--- src/rtl/spi_switch_arbiter_pkg.sv ---
// Shared types and width helpers for the SPI bus arbiter.
package spi_switch_arbiter_pkg;

  // Arbiter FSM: bus free, idle guard before handing over, bus owned by one port.
  typedef enum logic [1:0] {
    ST_IDLE  = 2'd0,
    ST_GUARD = 2'd1,
    ST_OWNED = 2'd2
  } state_e;

  // Width of a port index (at least one bit).
  function automatic int idx_w(input int ports);
    return (ports > 1) ? $clog2(ports) : 1;
  endfunction

  // Width of the shared guard/watchdog counter.
  function automatic int cnt_w(input int guard, input int tmo);
    int m;
    m = (guard > tmo) ? guard : tmo;
    return (m > 0) ? $clog2(m + 1) : 1;
  endfunction

endpackage

--- src/rtl/spi_switch_arbiter_if.sv ---
// Per-port request/grant handshake plus the shared physical SPI bus.
//
// Handshake: req is a level request and grant a registered level acknowledge.
// A port owns the bus exactly while its grant bit is high. The owner releases by
// dropping req while its ss_L is high; the arbiter never takes the bus away while
// the owner's ss_L is low.
interface spi_switch_arbiter_if #(
  parameter int PORTS = 3
);
  import spi_switch_arbiter_pkg::*;

  localparam int IDX_W = idx_w(PORTS);

  logic [PORTS-1:0] req;
  logic [PORTS-1:0] grant;
  logic             force_en;
  logic [IDX_W-1:0] force_sel;
  logic             busy;
  logic             timeout;
  logic             proto_err;
  logic             mosi;
  logic             sck;
  logic             ss_L;
  logic             miso;
  logic [PORTS-1:0] mosi_ports;
  logic [PORTS-1:0] sck_ports;
  logic [PORTS-1:0] ss_L_ports;
  logic [PORTS-1:0] miso_ports;

  // Arbiter side.
  modport slave (
    input  req, force_en, force_sel, miso, mosi_ports, sck_ports, ss_L_ports,
    output grant, busy, timeout, proto_err, mosi, sck, ss_L, miso_ports
  );

  // Requester / bus side.
  modport master (
    output req, force_en, force_sel, miso, mosi_ports, sck_ports, ss_L_ports,
    input  grant, busy, timeout, proto_err, mosi, sck, ss_L, miso_ports
  );

endinterface

--- src/rtl/spi_switch_arbiter_rr_pick.sv ---
// Combinational round-robin picker: first set request at or after ptr, wrapping.
module rr_pick
  import spi_switch_arbiter_pkg::*;
#(
  parameter int PORTS = 3,
  parameter int IDX_W = idx_w(PORTS)
) (
  input  logic [PORTS-1:0] req_i,
  input  logic [IDX_W-1:0] ptr_i,
  output logic [IDX_W-1:0] idx_o,
  output logic             valid_o
);

  logic [IDX_W-1:0] j;

  // Scan from farthest to nearest so the closest hit to ptr wins.
  always_comb begin
    idx_o   = '0;
    valid_o = 1'b0;
    j       = '0;
    for (int k = PORTS - 1; k >= 0; k--) begin
      j = IDX_W'((int'(ptr_i) + k) % PORTS);
      if (req_i[j]) begin
        idx_o   = j;
        valid_o = 1'b1;
      end
    end
  end

endmodule

--- src/rtl/spi_switch_arbiter.sv ---
// SPI crossbar arbiter: round-robin ownership of one SPI bus among PORTS masters,
// with guard cycles between owners, kernel force-select and optional watchdog.
module spi_switch_arbiter
  import spi_switch_arbiter_pkg::*;
#(
  parameter int PORTS          = 3,
  parameter int GUARD_CYCLES   = 2,
  parameter int TIMEOUT_CYCLES = 0,
  parameter bit SCK_IDLE       = 1'b0
) (
  input  logic                 clk,
  input  logic                 rst_L,
  spi_switch_arbiter_if.slave  bus,
  output state_e               state_o
);

  localparam int IDX_W = idx_w(PORTS);
  localparam int CNT_W = cnt_w(GUARD_CYCLES, TIMEOUT_CYCLES);

  state_e           state_q, state_d;
  logic [IDX_W-1:0] owner_q, owner_d;
  logic [IDX_W-1:0] rr_ptr_q, rr_ptr_d;
  logic [CNT_W-1:0] cnt_q, cnt_d;
  logic [PORTS-1:0] grant_q, grant_d;
  logic             timeout_q, timeout_d;
  logic             proto_err_q, proto_err_d;
  logic             perr_seen_q, perr_seen_d;

  logic [PORTS-1:0] cand;
  logic [IDX_W-1:0] pick_idx, ptr_next;
  logic             pick_valid, owner_req, owner_ss, preempt, tmo_hit, revoke;

  // Candidate set: raw requests, narrowed to force_sel while the kernel forces.
  always_comb begin
    cand = '0;
    for (int i = 0; i < PORTS; i++) begin
      cand[i] = bus.req[i] & (!bus.force_en | (bus.force_sel == IDX_W'(i)));
    end
  end

  rr_pick #(.PORTS(PORTS), .IDX_W(IDX_W)) u_pick (
    .req_i   (cand),
    .ptr_i   (rr_ptr_q),
    .idx_o   (pick_idx),
    .valid_o (pick_valid)
  );

  assign owner_req = bus.req[owner_q];
  assign owner_ss  = bus.ss_L_ports[owner_q];
  assign preempt   = bus.force_en && (bus.force_sel != owner_q);
  assign tmo_hit   = (TIMEOUT_CYCLES > 0) && (cnt_q == CNT_W'(TIMEOUT_CYCLES - 1));
  // Ownership may only end on a transaction boundary (owner ss_L high).
  assign revoke    = owner_ss && (!owner_req || preempt || tmo_hit);
  assign ptr_next  = (owner_q == IDX_W'(PORTS - 1)) ? '0 : owner_q + 1'b1;

  // Next-state, counter and grant logic.
  always_comb begin
    state_d     = state_q;
    owner_d     = owner_q;
    rr_ptr_d    = rr_ptr_q;
    cnt_d       = cnt_q;
    grant_d     = grant_q;
    timeout_d   = 1'b0;
    proto_err_d = 1'b0;
    perr_seen_d = perr_seen_q;
    unique case (state_q)
      ST_IDLE: begin
        if (pick_valid) begin
          owner_d = pick_idx;
          cnt_d   = CNT_W'(GUARD_CYCLES - 1);
          state_d = ST_GUARD;
        end
      end
      ST_GUARD: begin
        if (!cand[owner_q]) begin
          state_d = ST_IDLE;
        end else if (cnt_q == '0) begin
          grant_d     = PORTS'(1) << owner_q;
          perr_seen_d = 1'b0;
          state_d     = ST_OWNED;
        end else begin
          cnt_d = cnt_q - 1'b1;
        end
      end
      ST_OWNED: begin
        if (!owner_ss) begin
          // Mid-transaction: watchdog restarts; a dropped req is a protocol error.
          cnt_d = '0;
          if (!owner_req && !perr_seen_q) begin
            proto_err_d = 1'b1;
            perr_seen_d = 1'b1;
          end
        end else if (revoke) begin
          timeout_d   = owner_req && !preempt;
          grant_d     = '0;
          rr_ptr_d    = ptr_next;
          cnt_d       = '0;
          perr_seen_d = 1'b0;
          state_d     = ST_IDLE;
        end else if (cnt_q != {CNT_W{1'b1}}) begin
          cnt_d = cnt_q + 1'b1;
        end
      end
      default: state_d = ST_IDLE;
    endcase
  end

  // State and output registers.
  always_ff @(posedge clk or negedge rst_L) begin
    if (!rst_L) begin
      state_q     <= ST_IDLE;
      owner_q     <= '0;
      rr_ptr_q    <= '0;
      cnt_q       <= '0;
      grant_q     <= '0;
      timeout_q   <= 1'b0;
      proto_err_q <= 1'b0;
      perr_seen_q <= 1'b0;
    end else begin
      state_q     <= state_d;
      owner_q     <= owner_d;
      rr_ptr_q    <= rr_ptr_d;
      cnt_q       <= cnt_d;
      grant_q     <= grant_d;
      timeout_q   <= timeout_d;
      proto_err_q <= proto_err_d;
      perr_seen_q <= perr_seen_d;
    end
  end

  // Bus pins follow the registered one-hot grant; no grant gives idle levels.
  assign bus.grant      = grant_q;
  assign bus.busy       = (state_q != ST_IDLE);
  assign bus.timeout    = timeout_q;
  assign bus.proto_err  = proto_err_q;
  assign bus.mosi       = |(grant_q & bus.mosi_ports);
  assign bus.sck        = (|grant_q) ? |(grant_q & bus.sck_ports) : SCK_IDLE;
  assign bus.ss_L       = (|grant_q) ? |(grant_q & bus.ss_L_ports) : 1'b1;
  assign bus.miso_ports = grant_q & {PORTS{bus.miso}};
  assign state_o        = state_q;

endmodule

--- src/flat_wrapper.sv ---
// flat-port wrapper written by rule: the top's interface ports become plain ports
module spi_switch_arbiter_flat import spi_switch_arbiter_pkg::*;
#(
  parameter int PORTS          = 3,
  parameter int GUARD_CYCLES   = 2,
  parameter int TIMEOUT_CYCLES = 0,
  parameter bit SCK_IDLE       = 1'b0
)
  (clk, rst_L, state_o, bus_req, bus_force_en, bus_force_sel, bus_miso, bus_mosi_ports, bus_sck_ports, bus_ss_L_ports, bus_grant, bus_busy, bus_timeout, bus_proto_err, bus_mosi, bus_sck, bus_ss_L, bus_miso_ports);
  spi_switch_arbiter_if #(.PORTS(PORTS)) bus_i ();
  input  logic clk;
  input  logic rst_L;
  output state_e state_o;
  input wire logic [$bits(bus_i.req)-1:0] bus_req;
  input wire logic [$bits(bus_i.force_en)-1:0] bus_force_en;
  input wire logic [$bits(bus_i.force_sel)-1:0] bus_force_sel;
  input wire logic [$bits(bus_i.miso)-1:0] bus_miso;
  input wire logic [$bits(bus_i.mosi_ports)-1:0] bus_mosi_ports;
  input wire logic [$bits(bus_i.sck_ports)-1:0] bus_sck_ports;
  input wire logic [$bits(bus_i.ss_L_ports)-1:0] bus_ss_L_ports;
  output wire logic [$bits(bus_i.grant)-1:0] bus_grant;
  output wire logic [$bits(bus_i.busy)-1:0] bus_busy;
  output wire logic [$bits(bus_i.timeout)-1:0] bus_timeout;
  output wire logic [$bits(bus_i.proto_err)-1:0] bus_proto_err;
  output wire logic [$bits(bus_i.mosi)-1:0] bus_mosi;
  output wire logic [$bits(bus_i.sck)-1:0] bus_sck;
  output wire logic [$bits(bus_i.ss_L)-1:0] bus_ss_L;
  output wire logic [$bits(bus_i.miso_ports)-1:0] bus_miso_ports;
  assign bus_i.req = bus_req;
  assign bus_i.force_en = bus_force_en;
  assign bus_i.force_sel = bus_force_sel;
  assign bus_i.miso = bus_miso;
  assign bus_i.mosi_ports = bus_mosi_ports;
  assign bus_i.sck_ports = bus_sck_ports;
  assign bus_i.ss_L_ports = bus_ss_L_ports;
  assign bus_grant = bus_i.grant;
  assign bus_busy = bus_i.busy;
  assign bus_timeout = bus_i.timeout;
  assign bus_proto_err = bus_i.proto_err;
  assign bus_mosi = bus_i.mosi;
  assign bus_sck = bus_i.sck;
  assign bus_ss_L = bus_i.ss_L;
  assign bus_miso_ports = bus_i.miso_ports;
  spi_switch_arbiter #(.PORTS(PORTS), .GUARD_CYCLES(GUARD_CYCLES), .TIMEOUT_CYCLES(TIMEOUT_CYCLES), .SCK_IDLE(SCK_IDLE)) u_core (.clk(clk), .rst_L(rst_L), .bus(bus_i), .state_o(state_o));
endmodule
--- config.mk ---
export PLATFORM = sky130hd
export DESIGN_NAME = spi_switch_arbiter_flat
export DESIGN_NICKNAME = d
export VERILOG_FILES = /design/src/rtl/spi_switch_arbiter_pkg.sv /design/src/rtl/spi_switch_arbiter_if.sv /design/src/rtl/spi_switch_arbiter_rr_pick.sv /design/src/rtl/spi_switch_arbiter.sv /design/src/flat_wrapper.sv
export SDC_FILE = /design/constraint.sdc
export NUM_CORES = 1
export LEC_CHECK = 0
export CAP_MARGIN = 25
export CORE_MARGIN = 8
export CORE_UTILIZATION = 48
export DETAILED_ROUTE_END_ITERATION = 10
export PLACE_DENSITY = 0.85
export SLEW_MARGIN = 10
export SYNTH_ARGS = -nofsm -noshare
export SYNTH_HDL_FRONTEND = slang
export SYNTH_HIERARCHICAL = 1
export SYNTH_SLANG_ARGS = --single-unit
--- constraint.sdc ---
create_clock -name clk -period 7.4 [get_ports clk]
set_input_delay 1.48 -clock clk [delete_from_list [all_inputs] [get_ports clk]]
set_output_delay 1.48 -clock clk [all_outputs]
set_load 0.01 [all_outputs]
# After elaboration in Yosys (flattened, before gate mapping)
# Cells that the tools add are included.
[totals]
reg_bits = 14
inputBits = 18
[op_classes]
add_sub_neg = 5
div = 3
n_lt_le_gt_ge = 4
eq_ne = 17
shifts = 1
n_mux = 50
bitwise_logic = 10
n_reduce_logical = 25
[ops]
columns = ["op", "n"]
rows = [
  ["$mod 32x3->32 const B", 2],
  ["$mod 3x3->32 const B", 1],
  ["$mux 2", 14],
  ["$mux 1", 22],
  ["$reduce_and 5->1", 3],
  ["$and 3x3->3", 4],
  ["$bmux 1 s2", 6],
  ["$lt 2x3->1 const B", 4],
  ["$mux 3", 4],
  ["$pmux 2 s3", 2],
  ["$reduce_or 3->1", 4],
  ["$ne 2x1->1 const B", 5],
  ["$eq 2x2->1 const B", 3],
  ["$logic_not 2->1", 3],
  ["$ne 3x3->1 const B", 2],
  ["$pmux 3 s2", 1],
  ["$add 2x1->2 const B", 2],
  ["$eq 2x1->1 const B", 2],
  ["$logic_and 1x1->1", 4],
  ["$logic_not 1->1", 4],
  ["$ne 2x2->1 const B", 2],
  ["$ne 4x4->1 const B", 1],
  ["$reduce_and 4->1", 1],
  ["$reduce_bool 2->1", 2],
  ["other kinds (13)", 17],
]

# Depth between registers and ports, before layout
# Gate-level depths: netlist (run 1).
[depth]
word_depth = 10
mapped_depth = 11
depth_no_buf = 10

# Modules after synthesis
# Netlist (run 1), hierarchy kept.
[by_module_without_submodules]
columns = ["module", "instances", "cells_each", "area_per_inst_um2"]
rows = [
  ["spi_switch_arbiter", 1, 102, 1028.5],
  ["rr_pick", 1, 29, 222.7],
]

# Least setup slack after synthesis (run 1)
# Ideal clock, no wire load.
[synth_timing]
kind = "input to output"
start = "in bus_ss_L_ports[0]"
end = "out bus_ss_L"
t_arrival_ns = 1.938
slack_ns = 3.982
path_stages = 2
path_buffers = 0
cell_sequence = "a222oi_1 > o31ai_1"
[synth_via]
elab_chain_len = 3
[synth_lines]
columns = ["item", "line", "rtl"]
rows = [
  ["start, declared", "flat_wrapper.sv:20", "input wire logic [$bits(bus_i.ss_L_ports)-1:0] bus_ss_L_ports;"],
  ["$and 3x3->3", "spi_switch_arbiter.sv:138", "assign bus.ss_L = (|grant_q) ? |(grant_q & bus.ss_L_ports) : 1'b1;"],
  ["$reduce_or 3->1", "spi_switch_arbiter.sv:138", ""],
  ["$mux 1", "spi_switch_arbiter.sv:138", ""],
  ["end, declared", "flat_wrapper.sv:27", "output wire logic [$bits(bus_i.ss_L)-1:0] bus_ss_L;"],
]
# Every way passes these cells.

# Worst setup path in the final report (run 1)
# Ends and elaborated chain as after synthesis.

==> impl_metrics.toml, run 1 <==
[outcome]
status = "complete, no violations"

[synth]
ys_types = 51
ys_ff_latch = 14
synth-async-reset-ratio = 1.000
netlist_instances = 131
syn_nets = 158
synth_edf_count = 0
syn_area_sq_um = 1251
syn_area_per_cell_sq_um = 9.551
synthFlopType = "dfrtp_1"
ys_seq_area_frac = 0.2800
ys_warn_count = 6

[global_route]
antenna_found_initial = 0
grt_pass1_vias = 1174
grt_max_degree = 15
overflow = 0
grt_first_pass_wirelength_microns = 5209
track_usage = 0.1454

[routing]
drc_errors = 0
wire_per_inst_microns = 16.50
vias_per_cell = 5.832
drt-pass1-iter-count = 4
num_vias = 1114
postRouteAntennaNets = 0
drt_iter0_markers = 62
routed_wl_microns = 3151

[worst_setup_path]
cp_top_family = "buffers and inverters"
cp_slowest_cell = "clkdlybuf4s50_1"
worst_path_most_repeated_cell = "clkdlybuf4s50_1"
cp_num_buf_inv = 2
max_stage_delay_ns = 0.50
cp_max_fo = 2
path_class = "input pin to output port"
r2r_setup_slack_ns = 4.64
worstSetupEndpointType = "output port"
start_kind = "input pin"
critPathArrivalTime_ns = 2.86
required_ns = 5.92
crit_chain = "clkdlybuf4s50_1 -> a222oi_1 -> o31ai_1 -> clkdlybuf4s50_1"

[cells_and_area]
nNetsFinal = 189
antenna-diode-count = 0
fin_area_sq_um = 1600
drive_gt1_frac = 0.1242
area_growth_pct = 27.90
nFillCells = 206

[timing]
rsz0062_at_grt = "no"
fin_crit_sh = 0.5868
tightest_slew_ns = 0.6436
min_period_ns = 4.343
relSlewSlack = 0.5696
final-hold-violation-count = 0
final-setup-viol-count = 0
fin_worst_skew_ns = 0.001236
fin_tns_setup_ns = 0
slew_viol_final = 0
fmax_mhz = 230.3

[clock_tree]
ctsHoldBuffers = 0
clkSlewWorstSetupHoldPaths_ns = 0.08
insertion_delay_ns = 0.28
cts_buffers = 3
ctsResizeCount = 0
postCtsSetupBuffers = 0
cts_sinks = 14
root_buffer = "clkbuf_4"
cts_tree = "built"
htreeDepth = 1
clock_path_buffers = 2

[run]
maxCapViolCount = 0

[power]
irDropWorstVdd_mv = 0.2948
cellLeakagePower_nw = 0.7100
power.density_nw_per_um2 = 377.1

[placement]
dp.final_hpwl_microns = 2572
io_buffers = 31
gp_congestion = 0.8649
dpl_cell_area_sq_um = 1564

[die]
num_rows = 18
initial_core_util = 0.5051
fp.dieArea_sq_um = 4496
dieWidth_microns = 67.06
core_sq_um = 2477
die_h_microns = 67.06
pin_count = 32

[min_path]
hold_path.class = "flop to flop"
## metrics by stage
stage / instances / setup slack, ns / hold WS [ns] / total power [mW] / utilization
4_1_cts: 191 / 3.057 / 0.4634 / 0.6038 / 0.6460
3_5_place_dp: 187 / 3.060 / 0.4480 / 0.5476 / 0.6313
3_3_place_gp: 187 / 3.077 / 0.4433 / 0.5258 / 0.6313
2_1_floorplan: 131 / 3.982 / 0.4266 / 0.4276 / -
6_report: 191 / 3.057 / 0.4691 / 0.6035 / 0.6460
5_1_grt: 191 / 2.988 / 0.4927 / 0.6469 / 0.6460
## routing by layer
layer  vias up  global-route usage  share of wire
met2        28              0.2772           0.57
met1       542              0.1472           0.38
met3         8             0.02852          0.037
li1        536                   -              -
met4         0             0.06527          0.017
met5         -                   0              0
## sequential cells by signal, indices dropped and copies added (netlist names)
name,flops
u_core/perr_seen_q,1
u_core/owner_q,2
u_core/bus.timeout,1
u_core/rr_ptr_q,2
u_core/bus.grant,3
u_core/bus.proto_err,1
u_core/state_o,2
u_core/cnt_q,2
## Yosys cell counts (3+ instances only)
cell type | n | area, sq um
dfrtp_1 | 14 | 350.3
inv_1 | 13 | 48.80
ha_1 | 9 | 112.6
nor2_1 | 7 | 26.28
nand2_1 | 6 | 22.52
mux2_2 | 5 | 56.30
nand2b_1 | 5 | 31.28
a21oi_1 | 4 | 20.02
and2_1 | 4 | 25.02
mux2i_1 | 4 | 40.04
nor2b_1 | 4 | 25.02
a222oi_1 | 3 | 30.03
a31oi_1 | 3 | 18.77
nor3_1 | 3 | 15.01
## path summary, 6_finish.rpt
path,start,endpoint,cells after the start
worst max register to register,u_core/rr_ptr_q[0],u_core/cnt_q[0],10
max in group asynchronous,rst_L,u_core/state_o[0],1
worst max-delay path,bus_ss_L_ports[0],bus_ss_L,4
worst min-delay path,u_core/perr_seen_q,u_core/bus.proto_err,1
min in group asynchronous,rst_L,u_core/bus.timeout,1
worst min register to register,u_core/perr_seen_q,u_core/bus.proto_err,1
## worst reg2reg max path: cells and delay by family (launching register included)
family                   cells  cell delay, ns
AO/OA/AOI/OAI                3            0.68
AND/OR/NAND/NOR              3            0.50
buffers and inverters        1            0.07
flip-flops                   1            0.38
adder cells (fa/ha/maj)      1            0.42
multiplexers                 2            0.59
## where the power goes
part / switching (mW) / internal (mW) / leakage, nW
clock: 0.0249 / 0.0299 / 0.0210
combinational: 0.201 / 0.204 / 0.508
sequential: 0.0406 / 0.103 / 0.181
## cell type report
type | instances | area (sq um) | share of cell area
well taps | 30 | 37.54 | 0.02346
multi-input cells | 98 | 813.3 | 0.5082
inverters | 14 | 52.55 | 0.03284
repair buffers | 31 | 310.3 | 0.1939
flip-flops and latches | 14 | 350.3 | 0.2189
clock buffers | 4 | 36.28 | 0.02267
## logic make-up (layout without fill, tap and decap cells)
| group | after synthesis | after routing | synth area share |
|---|---|---|---|
| fa+ha+maj | 9 | 9 | 0.09000 |
| mux | 14 | 14 | 0.1390 |
| flops | 14 | 14 | 0.2800 |
| buf+inv | 19 | 49 | 0.07000 |
| other cells | 1 | 1 | 0.002997 |
| simple gates | 38 | 38 | 0.1800 |
| xor+xnor | 2 | 2 | 0.01400 |
| compound gates | 34 | 34 | 0.2240 |
## cells in the final DEF, fill, tap and decap left out, types with 4 or more instances in the layout
| master | Yosys | routed |
|---|---|---|
| nand2b_1 | 5 | 5 |
| clkdlybuf4s50_1 | 0 | 31 |
| inv_1 | 13 | 13 |
| dfrtp_1 | 14 | 14 |
| mux2i_1 | 4 | 4 |
| nor2_1 | 7 | 7 |
| and2_1 | 4 | 4 |
| a21oi_1 | 4 | 4 |
| mux2_2 | 5 | 5 |
| nor2b_1 | 4 | 4 |
| ha_1 | 9 | 9 |
| nand2_1 | 6 | 6 |
(Power assumes the default switching activity.)
==> inputs of run 2 (changes only) <==
Clock period 7.4 ns to 4.5 ns, I/O delays scaled along.
==> run 2 against run 1 <==
Sequential power up 66%. Utilization unchanged. Worst setup slack worse by 1.8 ns. Critical path type unchanged. Largest power group unchanged. Highest routed layer unchanged.
==> impl_metrics.toml, run 2 (same netlist as run 1, synthesis figures left out) <==
[cells_and_area]
area_growth_pct = 27.90
nNetsFinal = 189
fin_area_sq_um = 1600
nFillCells = 196
layout_commonest_cell = "clkdlybuf4s50_1"
largest_reg_flops = 3
mostFrequentLayoutCells = "clkdlybuf4s50_1, dfrtp_1, inv_1, ha_1, nor2_1"
antenna-diode-count = 0
drive_gt1_frac = 0.1242

[die]
dieWidth_microns = 67.06
core_sq_um = 2477
die_h_microns = 67.06
fp.dieArea_sq_um = 4496
pin_count = 32
initial_core_util = 0.5051
num_rows = 18

[global_route]
grt_max_degree = 15
track_usage = 0.1422
grt_first_pass_wirelength_microns = 5043
grt_pass1_vias = 1099
overflow = 0
antenna_found_initial = 0

[worst_setup_path]
r2r_cells = 10
required_ns = 3.60
cp_slowest_cell = "clkdlybuf4s50_1"
r2r-end = "u_core/cnt_q[0]"
critPathArrivalTime_ns = 2.30
worst_path_most_repeated_cell = "clkdlybuf4s50_1"
r2r-start = "u_core/rr_ptr_q[0]"
start_kind = "input pin"
path_class = "input pin to output port"
cp_top_family = "buffers and inverters"
cp_num_buf_inv = 2
crit_chain = "clkdlybuf4s50_1 -> a222oi_1 -> o31ai_1 -> clkdlybuf4s50_1"
worstSetupEndpointType = "output port"
max_stage_delay_ns = 0.50
r2r_setup_slack_ns = 1.74
cp_max_fo = 2
critPathLaunch = "bus_ss_L_ports[0]"

[clock_tree]
cts_sinks = 14
clkSlewWorstSetupHoldPaths_ns = 0.08
clock_path_buffers = 2
cts_tree = "built"
postCtsSetupBuffers = 0
htreeDepth = 1
cts_buffers = 3
ctsResizeCount = 0
insertion_delay_ns = 0.29
root_buffer = "clkbuf_4"
ctsHoldBuffers = 0

[timing]
final-setup-viol-count = 0
fmax_mhz = 312.7
hold_ws_ns = 0.4587
min_period_ns = 3.198
fin_tns_setup_ns = 0
rsz0062_at_grt = "no"
fin_crit_sh = 0.7108
fin_ws_ns = 1.302
slew_viol_final = 0
final-hold-violation-count = 0
tightest_slew_ns = 0.6177
relSlewSlack = 0.5869
fin_worst_skew_ns = 0.006917

[power]
power.density_nw_per_um2 = 621.5
cellLeakagePower_nw = 0.7100
irDropWorstVdd_mv = 0.4502

[routing]
drc_errors = 0
num_vias = 1099
drt_iter0_markers = 59
wire_per_inst_microns = 15.91
postRouteAntennaNets = 0
drt-pass1-iter-count = 4
vias_per_cell = 5.754
routed_wl_microns = 3039

[placement]
dpl_cell_area_sq_um = 1564
pre_cts_slack_ns = 1.065
dp.final_hpwl_microns = 2499
io_buffers = 31
gp_congestion = 0.8719

[min_path]
hold_end = "u_core/bus.proto_err"
hold_depth = 1
min-delay-start = "u_core/perr_seen_q"
hold_path.class = "flop to flop"

[outcome]
status = "complete, no violations"

[run]
maxCapViolCount = 0
-- run 2: layout make-up --
type,instances,area (sq um),share of cell area
multi-input combinational,98,813.3,0.5082
clock buffer,4,36.28,0.02267
inverter,14,52.55,0.03284
tap,30,37.54,0.02346
timing repair buffer,31,310.3,0.1939
sequential,14,350.3,0.2189
-- run 2: worst reg2reg max path: cells and delay by family, from the launching register on --
kind                     cells  cell delay, ns
AO/OA/AOI/OAI                3            0.67
adder cells (fa/ha/maj)      1            0.42
multiplexers                 2            0.58
buffers and inverters        1            0.07
AND/OR/NAND/NOR              3            0.51
flip-flops                   1            0.38
-- run 2: worst max path at each step --
stage	slack, ns	cells past startpoint	end
global route	1.24	4	bus_ss_L
floorplan	1.84	9	u_core/cnt_q[0]
CTS	1.30	4	bus_ss_L
detailed placement	1.07	11	u_core/cnt_q[0]
finish	1.30	4	bus_ss_L
global placement	1.18	11	u_core/cnt_q[0]
-- run 2: where the power goes --
group	internal, mW	total [mW]	switching, mW	leakage (nW)
combinational	0.335	0.663	0.328	0.508
sequential	0.169	0.237	0.0687	0.181
clock	0.0493	0.0938	0.0445	0.0210
-- run 2: through the flow --
step | utilization | cells | power, mW
after detailed placement | 0.6313 | 187 | 0.8995
after global placement | 0.6313 | 187 | 0.8662
after floorplan | - | 131 | 0.7032
final | 0.6460 | 191 | 0.9945
after global routing | 0.6460 | 191 | 1.066
after CTS | 0.6460 | 191 | 0.9956
-- run 2: layer usage --
| layer | GRT usage | share of wire | up-vias |
|---|---|---|---|
| li1 | - | - | 532 |
| met2 | 0.2616 | 0.55 | 14 |
| met1 | 0.1458 | 0.40 | 545 |
| met4 | 0.06527 | 0.020 | 0 |
| met5 | 0 | 0 | - |
| met3 | 0.03691 | 0.024 | 8 |
